File: src/rtl/mem_burst_pkg.sv
// mem_burst_pkg
// Shared types and constants for the mem_burst_ctrl burst sequencer that
// masters the 64 KiB word memory.
//   burst_state_e      : sequencer states
//   MEM_BYTES          : size of the memory in bytes
//   WORD_BYTES         : bytes per memory word
//   ADDR_MSB           : highest byte-address bit that reaches the memory
//   OFF_W / WADDR_W    : byte-offset width and word-address width
//   word_to_byte_addr  : expands a word address onto the 32-bit byte bus
package mem_burst_pkg;

  localparam int unsigned MEM_BYTES  = 65536;
  localparam int unsigned WORD_BYTES = 4;
  localparam int unsigned ADDR_MSB   = 15;
  localparam int unsigned OFF_W      = $clog2(WORD_BYTES);
  localparam int unsigned WADDR_W    = $clog2(MEM_BYTES / WORD_BYTES);

  typedef enum logic [2:0] {
    IDLE     = 3'd0,
    RD_ISSUE = 3'd1,
    RD_OUT   = 3'd2,
    WR_FETCH = 3'd3,
    WR_ISSUE = 3'd4
  } burst_state_e;

  // Upper bits and byte-offset bits are always driven zero.
  function automatic logic [31:0] word_to_byte_addr(input logic [WADDR_W-1:0] waddr);
    return {{(32 - WADDR_W - OFF_W){1'b0}}, waddr, {OFF_W{1'b0}}};
  endfunction

endpackage

File: src/rtl/mem_burst_addr_gen.sv
// mem_burst_addr_gen
// Word-address and remaining-count holder for a burst. Load captures the
// base word address and the length-minus-one; each advance steps the word
// address by one (wrapping inside the 64 KiB space) and decrements the count.
// Ports:
//   clk_i, rst_ni  : clock, asynchronous active-low reset
//   load_i         : capture addr_i / len_i (has priority over advance_i)
//   advance_i      : step to the next word
//   addr_i         : base word address (byte address bits [15:2])
//   len_i          : word count minus one
//   addr_o         : current byte address, bits [31:16] and [1:0] zero
//   last_o         : current word is the last of the burst
module mem_burst_addr_gen
  import mem_burst_pkg::*;
#(
  parameter int unsigned MAX_LEN_W = 8
) (
  input  logic                 clk_i,
  input  logic                 rst_ni,
  input  logic                 load_i,
  input  logic                 advance_i,
  input  logic [WADDR_W-1:0]   addr_i,
  input  logic [MAX_LEN_W-1:0] len_i,
  output logic [31:0]          addr_o,
  output logic                 last_o
);

  logic [WADDR_W-1:0]   waddr_q, waddr_d;
  logic [MAX_LEN_W-1:0] cnt_q, cnt_d;

  // Next word address / remaining count.
  always_comb begin
    waddr_d = waddr_q;
    cnt_d   = cnt_q;
    if (load_i) begin
      waddr_d = addr_i;
      cnt_d   = len_i;
    end else if (advance_i) begin
      // Natural overflow of the word address gives the 0xFFFC -> 0x0000 wrap.
      waddr_d = waddr_q + WADDR_W'(1);
      cnt_d   = cnt_q - MAX_LEN_W'(1);
    end else begin
      waddr_d = waddr_q;
      cnt_d   = cnt_q;
    end
  end

  // Address and count registers.
  always_ff @(posedge clk_i or negedge rst_ni) begin
    if (!rst_ni) begin
      waddr_q <= {WADDR_W{1'b0}};
      cnt_q   <= {MAX_LEN_W{1'b0}};
    end else begin
      waddr_q <= waddr_d;
      cnt_q   <= cnt_d;
    end
  end

  assign addr_o = word_to_byte_addr(waddr_q);
  assign last_o = (cnt_q == {MAX_LEN_W{1'b0}});

endmodule

File: src/rtl/mem_burst_ctrl.sv
// mem_burst_ctrl
// Burst sequencer in front of the 64 KiB memory. Accepts a burst command and
// performs one single-word access at a time, streaming read words out on the
// rd_* handshake or pulling write words in on the wr_* handshake.
// Optional feature macro: MEM_BURST_CTRL_ALIGN_CHECK_EN
//   defined   : a command with a non-word-aligned address is consumed, no
//               access is issued and err_o pulses for one cycle.
//   undefined : address bits [1:0] are ignored and err_o stays 0.
// Ports:
//   clk_i, rst_ni                       : clock, asynchronous active-low reset
//   cmd_valid_i/cmd_ready_o             : command handshake (ready = idle)
//   cmd_write_i, cmd_addr_i, cmd_len_i  : direction, byte address, words-1
//   wr_valid_i/wr_ready_o, wr_data_i    : write-data stream in
//   rd_valid_o/rd_ready_i, rd_data_o    : read-data stream out
//   done_o                              : pulse after the last word completes
//   err_o                               : pulse on a rejected command
//   mem_read_en_o, mem_write_en_o       : memory access strobes
//   mem_addr_o, mem_wdata_o             : memory address and write data
//   mem_rdata_i, mem_ready_i            : memory read data and completion
module mem_burst_ctrl
  import mem_burst_pkg::*;
#(
  parameter int unsigned MAX_LEN_W = 8
) (
  input  logic                 clk_i,
  input  logic                 rst_ni,
  input  logic                 cmd_valid_i,
  output logic                 cmd_ready_o,
  input  logic                 cmd_write_i,
  input  logic [31:0]          cmd_addr_i,
  input  logic [MAX_LEN_W-1:0] cmd_len_i,
  input  logic                 wr_valid_i,
  output logic                 wr_ready_o,
  input  logic [31:0]          wr_data_i,
  output logic                 rd_valid_o,
  input  logic                 rd_ready_i,
  output logic [31:0]          rd_data_o,
  output logic                 done_o,
  output logic                 err_o,
  output logic                 mem_read_en_o,
  output logic                 mem_write_en_o,
  output logic [31:0]          mem_addr_o,
  output logic [31:0]          mem_wdata_o,
  input  logic [31:0]          mem_rdata_i,
  input  logic                 mem_ready_i
);

  burst_state_e       state_q, state_d;
  logic               load_s, adv_s, last_s;
  logic [WADDR_W-1:0] load_waddr_s;
  logic               rd_en_q, wr_en_q, rd_valid_q;
  logic               done_q, done_d, err_q, err_d;
  logic [31:0]        rd_data_q, rd_data_d, wdata_q, wdata_d;
  logic               unused_addr_bits_s;

  // Only bits [15:2] of the command address select a word.
  assign load_waddr_s       = cmd_addr_i[ADDR_MSB:OFF_W];
  assign unused_addr_bits_s = ^{cmd_addr_i[31:ADDR_MSB+1], cmd_addr_i[OFF_W-1:0]};

  mem_burst_addr_gen #(
    .MAX_LEN_W (MAX_LEN_W)
  ) u_addr_gen (
    .clk_i     (clk_i),
    .rst_ni    (rst_ni),
    .load_i    (load_s),
    .advance_i (adv_s),
    .addr_i    (load_waddr_s),
    .len_i     (cmd_len_i),
    .addr_o    (mem_addr_o),
    .last_o    (last_s)
  );

  // Next-state and datapath-capture decode.
  always_comb begin
    state_d   = state_q;
    load_s    = 1'b0;
    adv_s     = 1'b0;
    done_d    = 1'b0;
    err_d     = 1'b0;
    rd_data_d = rd_data_q;
    wdata_d   = wdata_q;
    case (state_q)
      IDLE: begin
        if (cmd_valid_i) begin
`ifdef MEM_BURST_CTRL_ALIGN_CHECK_EN
          if (cmd_addr_i[OFF_W-1:0] != {OFF_W{1'b0}}) begin
            err_d   = 1'b1;
            state_d = IDLE;
          end else begin
            load_s  = 1'b1;
            state_d = cmd_write_i ? WR_FETCH : RD_ISSUE;
          end
`else
          load_s  = 1'b1;
          state_d = cmd_write_i ? WR_FETCH : RD_ISSUE;
`endif
        end else begin
          state_d = IDLE;
        end
      end
      RD_ISSUE: begin
        if (mem_ready_i) begin
          rd_data_d = mem_rdata_i;
          state_d   = RD_OUT;
        end else begin
          state_d = RD_ISSUE;
        end
      end
      RD_OUT: begin
        if (rd_ready_i) begin
          if (last_s) begin
            done_d  = 1'b1;
            state_d = IDLE;
          end else begin
            adv_s   = 1'b1;
            state_d = RD_ISSUE;
          end
        end else begin
          state_d = RD_OUT;
        end
      end
      WR_FETCH: begin
        if (wr_valid_i) begin
          wdata_d = wr_data_i;
          state_d = WR_ISSUE;
        end else begin
          state_d = WR_FETCH;
        end
      end
      WR_ISSUE: begin
        if (mem_ready_i) begin
          if (last_s) begin
            done_d  = 1'b1;
            state_d = IDLE;
          end else begin
            adv_s   = 1'b1;
            state_d = WR_FETCH;
          end
        end else begin
          state_d = WR_ISSUE;
        end
      end
      default: begin
        state_d = IDLE;
      end
    endcase
  end

  // State and registered outputs; strobes/valid are the registered decode of
  // the next state so they line up with the state they belong to.
  always_ff @(posedge clk_i or negedge rst_ni) begin
    if (!rst_ni) begin
      state_q    <= IDLE;
      rd_en_q    <= 1'b0;
      wr_en_q    <= 1'b0;
      rd_valid_q <= 1'b0;
      done_q     <= 1'b0;
      err_q      <= 1'b0;
      rd_data_q  <= 32'h0000_0000;
      wdata_q    <= 32'h0000_0000;
    end else begin
      state_q    <= state_d;
      rd_en_q    <= (state_d == RD_ISSUE);
      wr_en_q    <= (state_d == WR_ISSUE);
      rd_valid_q <= (state_d == RD_OUT);
      done_q     <= done_d;
      err_q      <= err_d;
      rd_data_q  <= rd_data_d;
      wdata_q    <= wdata_d;
    end
  end

  assign cmd_ready_o    = (state_q == IDLE);
  assign wr_ready_o     = (state_q == WR_FETCH);
  assign mem_read_en_o  = rd_en_q;
  assign mem_write_en_o = wr_en_q;
  assign rd_valid_o     = rd_valid_q;
  assign rd_data_o      = rd_data_q;
  assign mem_wdata_o    = wdata_q;
  assign done_o         = done_q;
  assign err_o          = err_q;

endmodule

File: config.mk
export PLATFORM = sky130hd
export DESIGN_NAME = mem_burst_ctrl
export DESIGN_NICKNAME = d
export VERILOG_FILES = /design/src/rtl/mem_burst_pkg.sv /design/src/rtl/mem_burst_addr_gen.sv /design/src/rtl/mem_burst_ctrl.sv
export SDC_FILE = /design/constraint.sdc
export NUM_CORES = 1
export LEC_CHECK = 0
export BUFFER_PORTS_ARGS = -buffer_cell sky130_fd_sc_hd__buf_2
export CAP_MARGIN = 20
export CORE_AREA = 2 2 107 109
export CTS_CLUSTER_DIAMETER = 150
export DETAILED_ROUTE_END_ITERATION = 7
export DIE_AREA = 0 0 109 111
export PLACE_DENSITY = 0.75
export SLEW_MARGIN = 20
export SYNTH_ARGS = -nofsm -noshare
export SYNTH_HDL_FRONTEND = slang
export SYNTH_SLANG_ARGS = --single-unit
File: constraint.sdc
create_clock -name clk_i -period 3.1 [get_ports clk_i]
set_clock_uncertainty 0.15 [all_clocks]
set_input_delay 0.62 -clock clk_i [delete_from_list [all_inputs] [get_ports clk_i]]
set_output_delay 0.62 -clock clk_i [all_outputs]
set_load 0.05 [all_outputs]
==> results by stage <==
Logic synthesis:
- Yosys mapped a number of flops with a built-in enable equal to 0.
- After technology mapping, the gate count stands at approximately 360.
- In the post-synthesis netlist, the biggest area contributors are dfrtp_1 54%, mux2_2 16%, buf_4 3.5%.
- The Yosys step of the flow raised 0 warnings.
- For this run, the leading register cell type out of synthesis is dfrtp_1.
- Synthesis inferred 93 register bits.
- The count of distinct cell types in the synthesized netlist is 48.
- The cell area that synthesis handed to floorplanning was ~4300 um^2.
- Each instance of the synthesized netlist takes up on average ~12 um^2.
- Of the post-synthesis cell area, the dominant cell type holds 0.540.
- For this run, the register share of the synthesized area comes to 0.540.
- After synthesis, the share of flip-flops with an asynchronous set or reset is 1.00.
- The synthesized design spends more area on one cell type than any other, namely dfrtp_1.

Floorplanning:
- The die boundary width is roughly 110 um.
- The area of the die is 12100 um^2.
- The vertical die dimension is 111 um.
- In this run the standard cell core region covers about 11000 um^2.
- In this run the count of I/O pins placed on the die edge is roughly 210.
- The initial utilization of the core area, before any placement, comes to 0.389.
- After floorplanning, the core was divided into 39 placement rows.

CTS:
- Post-CTS repair changed the size of 0 cells.
- For the worst-skew pair, the clock arrives at the later sink with an insertion delay of 0.33 ns.
- The number of H-tree levels is 3.
- The maximum buffer depth of the clock tree is 2.
- The number of setup buffers added after CTS is 0.
- The number of sinks driven by the clock tree is just over 90.
- The total CTS buffers is 9.
- The quantity of hold-fixing buffers added after cts is 0.
- The tree is rooted in a clkbuf_16.
- TritonCTS built the clock tree.
- Clock-pin slew was measured on the worst setup and hold paths at approximately 0.07 ns.

Routing:
- The routed wire length is 9.69 mm.
- The number of optimization iterations in the first detailed-route pass is 4.
- In the routed design, unresolved DRC markers number 0.
- In the final routed layout, each cell accounts on average for around 14 um.
- Dividing the detail-routed via count by the number of cells gives about 5.
- The total number of vias is around 3400.
- The detailed router finished its first iteration with 108 violations.
- Once detail routing completed, the nets flagged for antenna violations numbered 0.

Timing:
- The hold violation total from the final report is 0.
- The highest achievable clock rate is about 400 MHz.
- Setup repair after global routing left no endpoint under its margin.
- Measured against its own limit, the worst slew margin works out to 0.574.
- The max-slew violation count came to 0.
- The number of endpoints failing setup at the final stage is 0.
- Of the available clock period, the critical path in the final layout requires 0.784.
- At the pin with the least slew margin, the transition time is around 0.63 ns.
- Counting I/O delays and the setup requirement, the final critical path takes 2.43 ns.
- The final sum of negative setup slack is 0 ns.

Worst setup path:
- At the worst endpoint, the arrival time is about 2.5 ns.
- STA classifies the critical path startpoint as a register.
- Among all stages on the critical path, the largest delay is contributed by nor4b_1.
- By startpoint and endpoint, the worst setup path is classified as register to register.
- The worst setup path is captured at a register.
- The largest single stage delay on the critical path is about 0.53 ns.
- The critical-path maximum fanout is 9.
- STA puts the critical path data required time at about 3.2 ns.
- Traced cell by cell, the critical path runs through inv_1 > ha_1 > nor4b_1 > nand2_1 > a221o_1 > a21oi_1.

Global routing:
- The overall track demand over capacity in global routing is 0.162.
- The initial antenna violation count came to 0.
- The pin count of the biggest net entering global routing is between 40 and 50.
- The first global-routing pass estimated between 15 and 20 mm of wire.
- The residual overflow from global routing is 0.
- The via count of the first global-routing pass came to roughly 3200.

Final layout:
- The share of layout cells above drive strength 1 is 0.508.
- The total number of nets in the final design is roughly 640.
- Leaving out fill and tap cells, the most frequent cell in the layout is buf_2.
- 0 antenna diodes ended up in the layout.
- In the layout the commonest cells are 175 x buf_2, 93 x dfrtp_1, 60 x mux2_2, 19 x nand2_1, 19 x conb_1.
- The area growth from synthesis to layout is 29.4%.

Place:
- During placement, the flow inserted port buffers numbering 176.
- The congestion estimate from routability-driven global placement came to 0.783.
- The placed wire-length estimate after detailed placement is 7.23 mm.

Power:
- In this run the static leakage power is between 2 and 3 nW.
- The peak supply drop is 0.000672 V.
- The total power per unit cell area is 1300 nW/um^2.
- The overall power consumption is 7.23 mW.

Run:
- The max-cap check violation count is 0.

Min path:
- The tightest min-delay check is of the input port to asynchronous set/reset pin type.

Run status:
- The run finished with clean final reports.
==> worst max-delay path, delay by kind of cell, from the launching register on <==
| family | cells | cell delay (ns) |
|---|---|---|
| buf+inv | 1 | 0.10 |
| compound gates | 2 | 0.58 |
| flops | 1 | 0.39 |
| simple gates | 2 | 0.95 |
| fa+ha+maj | 1 | 0.17 |
==> through the flow <==
step / cell area (um^2) / util / cells / setup WS, ns / hold slack [ns]
3_5_place_dp: 5270 / 0.476 / 662 / 0.693 / 0.323
5_1_grt: 5580 / 0.504 / 678 / 0.435 / 0.164
6_report: 5580 / 0.504 / 678 / 0.671 / 0.126
4_1_cts: 5580 / 0.504 / 678 / 0.668 / 0.145
3_3_place_gp: 5270 / 0.476 / 662 / 0.779 / 0.314
2_1_floorplan: 4380 / - / 375 / 0.514 / 0.174
==> state kept, by name, summed over array words and instances (netlist names) <==
| name | count |
|---|---|
| done_o | 1 |
| mem_read_en_o | 1 |
| mem_wdata_o | 32 |
| mem_write_en_o | 1 |
| rd_data_o | 32 |
| rd_valid_o | 1 |
| state_q | 3 |
| u_addr_gen.cnt_q | 8 |
| u_addr_gen.waddr_q | 14 |
==> final timing paths <==
path	from	endpoint	slack, ns	cells after the start
hold / removal	rst_ni	mem_wdata_o[6]	0.13	1
min in group clk_i	rd_data_o[10]	rd_data_o[10]	0.34	1
setup reg to reg	u_addr_gen.cnt_q[0]	mem_read_en_o	0.67	6
hold reg to reg	rd_data_o[10]	rd_data_o[10]	0.34	1
max in group asynchronous	rst_ni	state_q[0]	1.96	2
setup / recovery	u_addr_gen.cnt_q[0]	mem_read_en_o	0.67	6
==> cell type report <==
| class | count | area [um^2] |
|---|---|---|
| clock buffers | 11 | 243 |
| clock inverters | 5 | 65.1 |
| fillers | 1009 | 5500 |
| inverters | 9 | 33.8 |
| multi-input cells | 234 | 1780 |
| flip-flops and latches | 93 | 2330 |
| well taps | 143 | 179 |
| repair buffers | 183 | 948 |
==> layer usage <==
| metal | vias up | routed length [um] | GRT usage |
|---|---|---|---|
| li1 | 1621 | - | - |
| met1 | 1638 | 3970 | 0.201 |
| met2 | 115 | 4930 | 0.275 |
| met3 | 11 | 655 | 0.0370 |
| met4 | 0 | 136 | 0.0521 |
| met5 | - | 0 | 0 |
==> power by group <==
group / internal, mW / switching [mW] / total [mW]
sequential: 1.81 / 0.414 / 2.23
clock: 0.657 / 0.456 / 1.11
combinational: 1.09 / 2.81 / 3.89
total: 3.56 / 3.68 / 7.23
==> synth_stat cells (2+ instances only) <==
library cell	number
dfrtp_1	93
mux2_2	60
buf_4	20
nand2_1	19
nor2_1	17
nand3_1	14
or4_1	14
a31oi_1	12
inv_1	9
clkbuf_1	8
o311ai_0	8
buf_2	7
o21ai_0	7
o31ai_1	7
or3_1	5
a21oi_1	4
mux2_1	4
nand4_1	4
or2_2	4
and3_1	3
buf_6	3
ha_1	3
a31o_2	2
nand2b_1	2
nor3_1	2
nor4_1	2
o31a_1	2
or4b_1	2
==> logic make-up (layout without fill, tap and decap cells) <==
family                   after synthesis  count (layout)  synth area share
flip-flops                            93              93             0.540
adder cells (fa/ha/maj)                3               3           0.00871
multiplexers                          64              64             0.167
AO/OA/AOI/OAI                         48              48            0.0792
AND/OR/NAND/NOR                      100             100             0.137
buffers and inverters                 48             208            0.0673
other                                  1              19          0.000870
No activity file was read; power rests on OpenSTA's default activity.
